[config.mk]
export PLATFORM = sky130hd
export DESIGN_NAME = pico_io_bridge
export DESIGN_NICKNAME = d
export VERILOG_FILES = /design/src/rtl/pico_io_pkg.sv /design/src/rtl/pico_io_bridge_sync_fifo.sv /design/src/rtl/pico_io_bridge.sv
export SDC_FILE = /design/constraint.sdc
export NUM_CORES = 2
export LEC_CHECK = 0
export ABC_CLOCK_PERIOD_IN_PS = 10100
export BUFFER_PORTS_ARGS = -buffer_cell sky130_fd_sc_hd__buf_4
export CORE_UTILIZATION = 68
export DETAILED_ROUTE_END_ITERATION = 7
export PLACE_DENSITY = 0.85
export SLEW_MARGIN = 30
export SYNTH_ARGS = -nofsm -noshare
export SYNTH_HDL_FRONTEND = slang
export SYNTH_SLANG_ARGS = --single-unit
[constraint.sdc]
create_clock -name clk -period 10.1 [get_ports clk]
set_input_delay 3.03 -clock clk [delete_from_list [all_inputs] [get_ports clk]]
set_output_delay 3.03 -clock clk [all_outputs]
set_load 0.1 [all_outputs]
[src/rtl/pico_io_pkg.sv]
`default_nettype none
// ============================================================================
//  Module      : pico_io_pkg
//  Description : Shared I/O port map and status-byte layout for the pico
//                processor I/O bridge and processor-side code.
//  Revision    : 1.0 - initial release
// ============================================================================
package pico_io_pkg;

  // Processor I/O port numbers
  typedef enum logic [7:0] {
    PORT_ADDR    = 8'h01,  // W: memory address register
    PORT_MEM     = 8'h02,  // R: memory read data
    PORT_PUSH    = 8'h03,  // W: stream FIFO push
    PORT_STATUS  = 8'h04,  // R: status byte
    PORT_OVF_CLR = 8'h05   // W: any value clears the overflow flag
  } port_e;

  // Status byte bit positions
  localparam int c_stat_full    = 0;
  localparam int c_stat_empty   = 1;
  localparam int c_stat_ovf     = 2;
  localparam int c_stat_cnt_lsb = 4;

  // Occupancy shown in a 4-bit status field, clamped at 15
  function automatic logic [3:0] sat_nibble(input logic [31:0] v);
    return (v > 32'd15) ? 4'hF : v[3:0];
  endfunction

endpackage
`default_nettype wire

[src/rtl/pico_io_bridge_sync_fifo.sv]
`default_nettype none
// ============================================================================
//  Module      : sync_fifo
//  Description : First-word-fall-through synchronous FIFO. Push is ignored
//                when full, pop is ignored when empty.
//  Revision    : 1.0 - initial release
// ============================================================================
module sync_fifo #(
  parameter int DEPTH = 8,
  parameter int WIDTH = 8
) (
  input  logic                     clk,
  input  logic                     rst,
  input  logic                     push,
  input  logic [WIDTH-1:0]         push_data,
  input  logic                     pop,
  output logic [WIDTH-1:0]         pop_data,
  output logic                     full,
  output logic                     empty,
  output logic [$clog2(DEPTH):0]   count
);

  localparam int c_aw = $clog2(DEPTH);

  logic [WIDTH-1:0] r_mem [DEPTH];
  logic [c_aw-1:0]  r_wr_ptr;
  logic [c_aw-1:0]  r_rd_ptr;
  logic [c_aw:0]    r_count;
  logic             w_push_ok;
  logic             w_pop_ok;

  assign full      = (r_count == (c_aw+1)'(DEPTH));
  assign empty     = (r_count == '0);
  assign count     = r_count;
  assign pop_data  = r_mem[r_rd_ptr];
  assign w_push_ok = push & ~full;
  assign w_pop_ok  = pop & ~empty;

  // Storage array, no reset: contents are meaningless once pointers clear
  always_ff @(posedge clk) begin
    if (w_push_ok) r_mem[r_wr_ptr] <= push_data;
  end

  // Pointers wrap naturally because DEPTH is a power of two
  always_ff @(posedge clk or posedge rst) begin
    if (rst) begin
      r_wr_ptr <= '0;
      r_rd_ptr <= '0;
    end else begin
      if (w_push_ok) r_wr_ptr <= r_wr_ptr + 1'b1;
      if (w_pop_ok)  r_rd_ptr <= r_rd_ptr + 1'b1;
    end
  end

  // Occupancy tracks accepted pushes minus accepted pops
  always_ff @(posedge clk or posedge rst) begin
    if (rst) begin
      r_count <= '0;
    end else begin
      case ({w_push_ok, w_pop_ok})
        2'b10:   r_count <= r_count + 1'b1;
        2'b01:   r_count <= r_count - 1'b1;
        default: r_count <= r_count;
      endcase
    end
  end

endmodule
`default_nettype wire

[src/rtl/pico_io_bridge.sv]
`default_nettype none
// ============================================================================
//  Module      : pico_io_bridge
//  Description : Processor I/O bridge: address register + registered memory
//                read port, byte stream FIFO towards a downstream consumer,
//                and a status byte with sticky overflow.
//  Revision    : 1.0 - initial release
// ============================================================================
module pico_io_bridge
  import pico_io_pkg::*;
#(
  parameter int FIFO_DEPTH = 8,
  parameter int MEM_AW     = 8
) (
  input  logic              clk,
  input  logic              rst,
  input  logic [7:0]        port_id,
  input  logic [7:0]        out_port,
  input  logic              write_strobe,
  input  logic              read_strobe,
  output logic [7:0]        in_port,
  input  logic              ld_en,
  input  logic [MEM_AW-1:0] ld_addr,
  input  logic [7:0]        ld_data,
  output logic [7:0]        m_data,
  output logic              m_valid,
  input  logic              m_ready
);

  localparam int c_cw = $clog2(FIFO_DEPTH) + 1;

  logic [7:0]        r_mem [2**MEM_AW];
  logic [MEM_AW-1:0] r_addr;
  logic [7:0]        r_mem_q;
  logic              r_ovf;

  logic              w_wr_addr;
  logic              w_wr_push;
  logic              w_wr_clr;
  logic              w_ovf_set;
  logic              w_full;
  logic              w_empty;
  logic [c_cw-1:0]   w_count;
  logic [31:0]       w_count_ext;
  logic [7:0]        w_status;
  logic              w_unused_rd;

  // Reads never change state, so the read qualifier is deliberately unused
  assign w_unused_rd = read_strobe;

  assign w_wr_addr   = write_strobe && (port_id == PORT_ADDR);
  assign w_wr_push   = write_strobe && (port_id == PORT_PUSH);
  assign w_wr_clr    = write_strobe && (port_id == PORT_OVF_CLR);
  // A push into a full FIFO is lost even if the consumer pops that cycle
  assign w_ovf_set   = w_wr_push && w_full;
  assign w_count_ext = 32'(w_count);

  assign m_valid     = ~w_empty;

  sync_fifo #(
    .DEPTH (FIFO_DEPTH),
    .WIDTH (8)
  ) u_fifo (
    .clk       (clk),
    .rst       (rst),
    .push      (w_wr_push),
    .push_data (out_port),
    .pop       (m_ready),
    .pop_data  (m_data),
    .full      (w_full),
    .empty     (w_empty),
    .count     (w_count)
  );

  // Data memory: preload-only write port, contents survive reset
  always_ff @(posedge clk) begin
    if (ld_en) r_mem[ld_addr] <= ld_data;
  end

  // Address register and registered memory read (old data on collision)
  always_ff @(posedge clk or posedge rst) begin
    if (rst) begin
      r_addr  <= '0;
      r_mem_q <= 8'h00;
    end else begin
      if (w_wr_addr) r_addr <= out_port[MEM_AW-1:0];
      r_mem_q <= r_mem[r_addr];
    end
  end

  // Sticky overflow; a set in the same cycle as a clear wins
  always_ff @(posedge clk or posedge rst) begin
    if (rst) begin
      r_ovf <= 1'b0;
    end else if (w_ovf_set) begin
      r_ovf <= 1'b1;
    end else if (w_wr_clr) begin
      r_ovf <= 1'b0;
    end
  end

  // Status byte assembly
  always_comb begin
    w_status                            = 8'h00;
    w_status[c_stat_full]               = w_full;
    w_status[c_stat_empty]              = w_empty;
    w_status[c_stat_ovf]                = r_ovf;
    w_status[c_stat_cnt_lsb +: 4]       = sat_nibble(w_count_ext);
  end

  // Read mux selected by port number alone
  always_comb begin
    in_port = 8'h00;
    case (port_id)
      PORT_MEM:    in_port = r_mem_q;
      PORT_STATUS: in_port = w_status;
      default:     in_port = 8'h00;
    endcase
  end

endmodule
`default_nettype wire

==> impl_metrics.yaml <==
run_status:
  status: "complete, but fails checks"
  violations: "DRC"
power_and_ir_drop:
  ir_worst_vdd_mv: 0.322
  p_leak_nw: 27.4
  p_per_area_nw_per_um2: 204
  finalPower_mw: 18.6
global_routing:
  first_global_vias: 44100
  overflow: 0
  grt_max_degree: 166
  track_usage_pct: 35.5
  use_met2_pct: 56.2
  grt_pass1_wl_um: 306000
  gr-max-usage-layer: "met2"
  grt_antenna_before_repair: 13
  grt_use_met3_pct: 10.3
  met1_usage_pct: 45.1
worst_setup_path:
  cp_num_buf_inv: 2
  startpoint_type: "input port"
  crit_path_cell_trace: "buf_4, nor3_1, nand2_1, nor4b_2, a22o_1, buf_4"
  critPathMaxFanout: 8
  critPathCaptureType: "output port"
  crit_required_ps: 7070
  critPathTopFamily: "simple AND/OR/NAND/NOR gates"
  crit_slowest_cell: "nor4b_2"
  cp_common_cell: "buf_4"
  arrival_ps: 4820
  ff2ff_path_depth: 8
  path_class: "input port to output port"
  slowest_delay_ps: 620
  crit_cells: 6
logic_synthesis:
  ys.flop_type: "edfxtp_1"
  yosysWarnings: 0
  synth_fa_ha_area_share_pct: 0.0753
  ys_async_sr_fraction_pct: 1.26
  syn-cell-area_sq_um: 83100
  synth_edf_count: 2112
  syn_inst: 3944
  synth.area.mux_share_pct: 14.6
  synth_compound_area_share_pct: 3.54
  synthXorXnorAreaFrac_pct: 0.0949
  synth_seq_cells: 2139
  syn-num-nets: 3987
  synth_top_family_by_area: "multiplexers"
  avgSynthCellArea_sq_um: 21.1
  yosysUniqueCellTypes: 52
  ys_seq_area_share_pct: 77.1
  synthSimpleGateAreaFrac_pct: 2.70
layout:
  nets: 4059
  regArea_sq_um: 64100
  syn_to_final_growth_pct: 9.85
  multi_input_area_sq_um: 17600
  layout.cells.non_filler: 5804
  drive_above_1_share_pct: 21.8
  final_core_utilization_pct: 75.7
  fillCellCount: 5740
sta:
  hold_viol: 0
  max_slew_margin_pct: 25.4
  tightest_slew_ps: 1120
  fin_setup_tns_ps: 0
  post-route-period-util_pct: 77.7
  slew_violations: 0
  setup_ws_ps: 2250
  min_period_ps: 7850
  rsz0062_at_grt: "no"
  fmax_ghz: 0.127
  finClkSkew_ps: 31.6
  setup_viol: 0
clock_network:
  cts_setup_buffers: 0
  h-tree-depth: 4
  clk_latency_ps: 830
  hold_buffers: 0
  ctsResizeCount: 0
  cts.sink_count: 2139
  cts_inserted_buffers: 198
  clk_path_buf_depth: 3
  cts_tree: "yes"
  cts.clk_slew.worst_paths_ps: 60
  cts_root_buffer: "clkbuf_16"
place:
  portBuffers: 53
  dp_hpwl_um: 114000
  pre_cts_slack_ps: 1910
  dp.cells: 5423
  place_congestion: 0.946
run:
  drv_cap: 0
die:
  fp-row-count: 127
  die_y_um: 352
  start_util_pct: 68.9
  dieArea_sq_um: 124000
  die_w_um: 352
  coreArea_sq_um: 121000
  ios: 55
hold_path:
  hold_depth: 1
  hold_class: "register to register"
detailed_routing:
  drt_pass1_iterations: 8
  drt-wirelength-per-cell_um: 36.9
  antenna_left: 0
  wirelength_um: 214000
  viasPerCell: 7.53
  drt-initial-drc-count: 7325
  drc_errors: 2
  vias: 43700
## routing by layer
layer	wire length, um	share of wire [%]
met5	104	0.049
met4	12900	6.0
met3	26900	13
met2	104000	49
met1	69800	33
## layout make-up
cell class                      count  share of cell area, %
Tap cell                         1612                   2.21
Clock inverter                    124                   1.24
Antenna cell                        8                 0.0219
Inverter                            4                 0.0165
Sequential cell                  2139                   70.2
Multi-Input combinational cell   1559                   19.3
Clock buffer                      244                   5.80
Timing Repair Buffer              114                   1.19
## cell families after synthesis
kind of cell    count (synthesis)
compound gates                423
xor+xnor                        9
fa+ha+maj                       5
buf+inv                       246
flops                        2139
mux                           618
simple gates                  504
## cell usage in the layout, fill, tap and decap left out, types with 19 or more instances in the layout
| master | Yosys | layout |
|---|---|---|
| bufinv_16 | 0 | 19 |
| clkbuf_1 | 108 | 36 |
| o221ai_1 | 32 | 32 |
| mux2i_1 | 132 | 132 |
| o22ai_1 | 27 | 27 |
| a21oi_1 | 104 | 104 |
| clkinv_1 | 0 | 45 |
| nand2_1 | 53 | 52 |
| clkinv_2 | 0 | 45 |
| mux2_2 | 19 | 19 |
| nand2b_1 | 19 | 19 |
| a211oi_1 | 25 | 23 |
| buf_4 | 22 | 88 |
| mux4_2 | 449 | 449 |
| edfxtp_1 | 2112 | 2112 |
| a22oi_1 | 172 | 172 |
| dfrtp_1 | 27 | 22 |
| nor2_1 | 309 | 302 |
| nor4_1 | 26 | 24 |
| clkbuf_16 | 0 | 204 |
## synthesized netlist by cell type, drive strengths merged (2+ instances only)
master / number / area share [%]
a21oi: 104 / 0.63
and3b: 2 / 0.021
o21ai: 12 / 0.072
and2: 6 / 0.045
a211o: 3 / 0.032
and3: 6 / 0.045
nor2: 309 / 1.4
a22o: 5 / 0.053
a222oi: 5 / 0.060
ha: 5 / 0.075
xor2: 5 / 0.053
nand3: 22 / 0.13
nor3: 15 / 0.090
o211ai: 6 / 0.054
xnor2: 4 / 0.042
nor2b: 17 / 0.13
a32o: 2 / 0.024
nand3b: 3 / 0.027
nand2b: 19 / 0.14
a21o: 6 / 0.054
mux2i: 132 / 1.6
or3: 6 / 0.045
edfxtp: 2112 / 76
mux2: 19 / 0.26
a221oi: 6 / 0.063
o211a: 3 / 0.036
nand2: 53 / 0.24
dfrtp: 27 / 0.81
mux4: 467 / 13
o22ai: 27 / 0.20
nor4: 29 / 0.24
a22oi: 172 / 1.6
a31oi: 5 / 0.038
or2: 3 / 0.023
inv: 4 / 0.018
o221ai: 32 / 0.34
or3b: 2 / 0.021
buf: 134 / 1.3
a211oi: 25 / 0.23
nand4: 10 / 0.075
a2bb2oi: 10 / 0.11
clkbuf: 108 / 0.49
## path summary, 6_finish.rpt
path	slack, ps	from	to
worst min register to register	530	u_fifo.r_wr_ptr[0]$_DFFE_PP0P_	u_fifo.r_wr_ptr[0]$_DFFE_PP0P_
min in group asynchronous	2270	rst	r_mem_q[6]$_DFF_PP0_
worst max-delay path	2250	port_id[3]	in_port[5]
max in group asynchronous	7380	rst	r_addr[1]$_DFFE_PP0P_
worst min-delay path	530	u_fifo.r_wr_ptr[0]$_DFFE_PP0P_	u_fifo.r_wr_ptr[0]$_DFFE_PP0P_
worst max register to register	4770	r_addr[0]$_DFFE_PP0P_	r_mem_q[2]$_DFF_PP0_
## state kept, by name, summed over array words and instances (netlist names)
signal and count:
u_fifo.r_wr_ptr 3, r_mem 2048, u_fifo.r_mem 64, r_addr 8, u_fifo.count 4, u_fifo.r_rd_ptr 3
r_ovf 1, r_mem_q 8
## power breakdown
group          switching (mW)  internal [mW]
registers              0.0792           9.79
clock network            3.34           4.21
logic                   0.787          0.385
## worst register-to-register path, stage by stage (launching register included)
cell,delay (ps)
dfrtp_4,880
buf_4,610
buf_4,800
nand3b_1,640
o22ai_1,370
a211oi_1,120
a31oi_1,620
nor4_2,230
nor4_1,890
## metrics by stage
| step | hold slack (ps) | instance area, sq um |
|---|---|---|
| after detailed placement | 510 | 84700 |
| after floorplan | 480 | 83100 |
| after global placement | 503 | 84600 |
| after CTS | 524 | 91100 |
| after global routing | 528 | 91200 |
| final | 526 | 91300 |
Note: power is estimated with default switching activity, not from simulation.
